[config.mk]
export PLATFORM = sky130hd
export DESIGN_NAME = memory_bus_bridge
export DESIGN_NICKNAME = d
export VERILOG_FILES = /design/src/rtl/memory_bus_bridge.sv
export SDC_FILE = /design/constraint.sdc
export NUM_CORES = 1
export LEC_CHECK = 0
export ABC_AREA = 1
export ABC_CLOCK_PERIOD_IN_PS = 8400
export CAP_MARGIN = 20
export CORE_MARGIN = 3
export CORE_UTILIZATION = 49
export CTS_BUF_LIST = sky130_fd_sc_hd__clkbuf_2 sky130_fd_sc_hd__clkbuf_4 sky130_fd_sc_hd__clkbuf_8
export CTS_CLUSTER_SIZE = 25
export DETAILED_ROUTE_END_ITERATION = 6
export HOLD_SLACK_MARGIN = 0.05
export PLACE_DENSITY = 0.93
export SYNTH_ARGS = -nofsm -noshare
export SYNTH_HDL_FRONTEND = slang
export SYNTH_SLANG_ARGS = --single-unit
export TNS_END_PERCENT = 5
[constraint.sdc]
create_clock -name clock -period 8.4 [get_ports clock]
set_input_delay 2.52 -clock clock [delete_from_list [all_inputs] [get_ports clock]]
set_output_delay 2.52 -clock clock [all_outputs]
set_load 0.05 [all_outputs]
[src/rtl/memory_bus_bridge.sv]
// Registered bridge from the CPU memory bus to a flat external memory port.
// Adds programmable wait states and a ready timeout that ends hung accesses with a bus error.
module memory_bus_bridge #(
  parameter int ADDRESS_SIZE   = 15,
  parameter int DATA_WIDTH     = 32,
  parameter int WAIT_STATES    = 0,
  parameter int TIMEOUT_CYCLES = 16,
  parameter int COUNT_WIDTH    = 16
) (
  input  logic                    clock,
  input  logic                    reset,
  input  logic [ADDRESS_SIZE-1:0] cpuAddress,
  input  logic                    cpuStrobe,
  input  logic                    cpuWriteEnable,
  input  logic [DATA_WIDTH-1:0]   cpuWriteData,
  output logic [DATA_WIDTH-1:0]   cpuReadData,
  output logic                    cpuReady,
  output logic                    busError,
  output logic [ADDRESS_SIZE-1:0] memAddress,
  output logic                    memStrobe,
  output logic                    memWriteEnable,
  output logic [DATA_WIDTH-1:0]   memWriteData,
  input  logic [DATA_WIDTH-1:0]   memReadData,
  input  logic                    memReady,
  output logic [COUNT_WIDTH-1:0]  transactionCount
);

  localparam int TIMER_WIDTH = (TIMEOUT_CYCLES > 1) ? $clog2(TIMEOUT_CYCLES) : 1;

  typedef enum logic [1:0] {
    IDLE,
    WAIT,
    ACCESS,
    DONE
  } state_t;

  state_t                 state;
  logic [7:0]             waitCount;
  logic [TIMER_WIDTH-1:0] timeoutCount;
  logic                   timeoutHit;

  // A zero TIMEOUT_CYCLES disables the limit; the timer then free-runs harmlessly.
  always_comb begin
    timeoutHit = (TIMEOUT_CYCLES > 0) &&
                 (timeoutCount == TIMER_WIDTH'(TIMEOUT_CYCLES - 1));
  end

  // NOTE: every register here uses <= so all updates see the pre-edge values.
  always_ff @(posedge clock or posedge reset) begin
    if (reset) begin
      state            <= IDLE;
      waitCount        <= '0;
      timeoutCount     <= '0;
      memAddress       <= '0;
      memStrobe        <= 1'b0;
      memWriteEnable   <= 1'b0;
      memWriteData     <= '0;
      cpuReadData      <= '0;
      cpuReady         <= 1'b0;
      busError         <= 1'b0;
      transactionCount <= '0;
    end else begin
      cpuReady <= 1'b0;
      busError <= 1'b0;
      case (state)
        IDLE: begin
          if (cpuStrobe) begin
            memAddress     <= cpuAddress;
            memWriteEnable <= cpuWriteEnable;
            memWriteData   <= cpuWriteData;
            timeoutCount   <= '0;
            if (WAIT_STATES > 0) begin
              state     <= WAIT;
              waitCount <= 8'(WAIT_STATES - 1);
            end else begin
              state     <= ACCESS;
              memStrobe <= 1'b1;
            end
          end
        end
        WAIT: begin
          if (waitCount == 8'd0) begin
            state     <= ACCESS;
            memStrobe <= 1'b1;
          end else begin
            waitCount <= waitCount - 8'd1;
          end
        end
        ACCESS: begin
          // memReady takes priority over a timeout expiring on the same edge.
          if (memReady || timeoutHit) begin
            state            <= DONE;
            memStrobe        <= 1'b0;
            cpuReady         <= 1'b1;
            busError         <= !memReady;
            transactionCount <= transactionCount + 1'b1;
            if (!memReady) begin
              cpuReadData <= '1;
            end else if (!memWriteEnable) begin
              cpuReadData <= memReadData;
            end
          end else begin
            timeoutCount <= timeoutCount + 1'b1;
          end
        end
        DONE: begin
          state <= IDLE;
        end
        default: begin
          state <= IDLE;
        end
      endcase
    end
  end

endmodule

==> impl_metrics.env <==
export IMPL_final_cells=781
export IMPL_dp_cells=751
export IMPL_track_usage_pct=22.8
export IMPL_routed_wl_mm=12.4
export IMPL_cap_violations=0
export IMPL_r2r_setup_slack_ns=6.32
export IMPL_max_freq_mhz=237
export IMPL_p_leak_nw=3.18
export IMPL_die_y_um=105
export IMPL_drt_pass1_iterations=6
export IMPL_place_ws_ns=3.79
export IMPL_min_path_type="flop to flop"
export IMPL_ant_nets=0
export IMPL_yosysSeqAreaShare_pct=58.7
export IMPL_crit_family="buffers and inverters"
export IMPL_crit_chain="clkdlybuf4s50_1"
export IMPL_finalSetupTns_ns=0
export IMPL_postPlaceCellArea_um2=6700
export IMPL_critPathKind="flop to output port"
export IMPL_fin_nets=729
export IMPL_setup_ws_ns=4.17
export IMPL_wl_met2_mm=6.76
export IMPL_portBuffers=182
export IMPL_dpl_hpwl_mm=8.80
export IMPL_synth_ff_latch_count=113
export IMPL_fin_crit_sh_pct=50.3
export IMPL_rsz0062_at_grt="no"
export IMPL_cts_buffer_depth=2
export IMPL_n_antenna_cell=0
export IMPL_yosysWarnings=0
export IMPL_cp_num_buf_inv=1
export IMPL_start_util_pct=51.2
export IMPL_drive_gt1_share_pct=14.3
export IMPL_hp_start="memStrobe"
export IMPL_cts_hold_buf=0
export IMPL_highest_layer="met4"
export IMPL_layout_commonest_cell="clkdlybuf4s50_1"
export IMPL_grt_overflow=0
export IMPL_path_clk_slew_ns=0.06
export IMPL_post_cts_buffers=0
export IMPL_insertion_delay_ns=0.42
export IMPL_critPathRequiredTime_ns=5.88
export IMPL_viasPerCell=5.04
export IMPL_ys_flop_type="dfrtp_1"
export IMPL_cts_root_buf="clkbuf_8"
export IMPL_wl_per_cell_um=15.8
export IMPL_clock_sinks=113
export IMPL_peakVddDrop_mv=0.368
export IMPL_synthArstFlopShare_pct=100
export IMPL_num_rows=35
export IMPL_finalHoldViolCount=0
export IMPL_critPathLaunchType="flop"
export IMPL_drt_met1_wl_mm=4.88
export IMPL_final_max_slew_viol_count=0
export IMPL_holdWs_ns=0.479
export IMPL_wl_met3_um=562
export IMPL_final_setup_viol_count=0
export IMPL_worstReg2RegStart="timeoutCount[0]"
export IMPL_drcViolationCount=0
export IMPL_syn_area_um2=4820
export IMPL_syn_nets=546
export IMPL_num_vias=3933
export IMPL_cpPeakStageDelay_ns=0.85
export IMPL_multi_input_area_um2=1780
export IMPL_syn_inst=458
export IMPL_cp_arrival_ns=1.71
export IMPL_hold_depth=2
export IMPL_die_area_um2=11100
export IMPL_grt_antenna_before_repair=0
export IMPL_synth_enable_flop_cells=0
export IMPL_grt_pass1_wl_mm=19.9
export IMPL_regArea_um2=2830
export IMPL_period_needed_ns=4.23
export IMPL_fin_area_um2=7090
export IMPL_r2r_end="cpuReadData[25]"
export IMPL_fp_dieW_um=105
export IMPL_final_util_pct=75.3
export IMPL_synth_distinct_cells=27
export IMPL_grt_max_degree=70
export IMPL_critPathSlowestCell="clkdlybuf4s50_1"
export IMPL_worstRegToRegCells=7
export IMPL_power_density_nw_per_um2=434
export IMPL_status="finished clean"
export IMPL_final_cell_mix="182 x clkdlybuf4s50_1, 113 x dfrtp_1, 105 x nand2_1"
export IMPL_tightest_slew_ns=0.866
export IMPL_path_depth=1
export IMPL_skew_ns=0.0156
export IMPL_first_global_vias=3996
export IMPL_relSlewSlack_pct=42.3
export IMPL_post_cts_resized=0
export IMPL_whs_endpoint="memStrobe"
export IMPL_ios=183
export IMPL_tritoncts="yes"
export IMPL_syn_avg_cell_area_um2=10.5
export IMPL_gp_congestion=0.833
export IMPL_area_delta_synth_final_pct=47.2
export IMPL_fillers=636
export IMPL_numCtsBuffers=17
export IMPL_critPathMaxFanout=6
export IMPL_critical_path_endpoint_type="output port"
export IMPL_drt_iter0_markers=193
export IMPL_core_area_um2=9420
export IMPL_h_tree_depth=4
export IMPL_report_power_total_mw=3.08
-- cell families after synthesis --
logic type,count (synthesis),share of synthesized area [%]
buffers and inverters,44,4.39
AND/OR/NAND/NOR,163,14.5
multiplexers,48,11.2
XOR/XNOR,14,2.55
flip-flops,113,58.7
adder cells (fa/ha/maj),4,1.04
AO/OA/AOI/OAI,72,7.61
-- layout make-up --
cell class	instances	area share, %
Sequential cell	113	39.9
Timing Repair Buffer	184	25.9
Multi-Input combinational cell	301	25.1
Clock buffer	23	4.02
Tap cell	129	2.28
Clock inverter	7	1.55
Inverter	24	1.31
-- cells in the mapped netlist, types with 2 or more instances --
master | count | area [um^2]
o21ai_1 | 16 | 80.1
mux2_2 | 48 | 541
xnor2_1 | 7 | 61.3
xor2_1 | 7 | 61.3
nand4_1 | 6 | 37.5
nor3_1 | 2 | 10.0
nand3_1 | 16 | 80.1
nor2_4 | 3 | 33.8
buf_2 | 4 | 20.0
o21ai_0 | 54 | 270
clkbuf_1 | 7 | 26.3
inv_2 | 4 | 15.0
ha_1 | 4 | 50.1
buf_6 | 3 | 33.8
buf_4 | 5 | 37.5
inv_1 | 20 | 75.1
nor2_1 | 25 | 93.8
nand2_1 | 105 | 394
dfrtp_1 | 113 | 2830
nand3b_1 | 2 | 15.0
-- power breakdown --
part | internal (mW) | switching, mW
combinational | 0.563 | 1.09
sequential | 0.770 | 0.142
clock | 0.312 | 0.201
total | 1.65 | 1.43
-- worst max path at each step --
stage / startpoint / to / slack (ns)
after floorplan: reset / busError / 2.89
final: transactionCount[12] / transactionCount[12] / 4.17
after global placement: memReady / cpuReadData[7] / 3.89
after CTS: transactionCount[12] / transactionCount[12] / 4.13
after detailed placement: memReady / cpuReadData[25] / 3.79
after global routing: memReady / cpuReadData[0] / 4.00
-- state kept, by name, indices dropped and copies added (netlist names) --
| signal | cells |
|---|---|
| cpuReady | 1 |
| memWriteEnable | 1 |
| waitCount | 8 |
| memStrobe | 1 |
| memAddress | 15 |
| timeoutCount | 4 |
| memWriteData | 32 |
| cpuReadData | 32 |
| transactionCount | 16 |
| state | 2 |
| busError | 1 |
-- layer usage --
| layer | global-route usage [%] | vias to the layer above |
|---|---|---|
| li1 | - | 1879 |
| met1 | 26.7 | 1927 |
| met2 | 39.4 | 115 |
| met3 | 7.84 | 12 |
| met4 | 7.40 | 0 |
| met5 | 0 | - |
No activity file was read; power rests on OpenSTA's default activity.
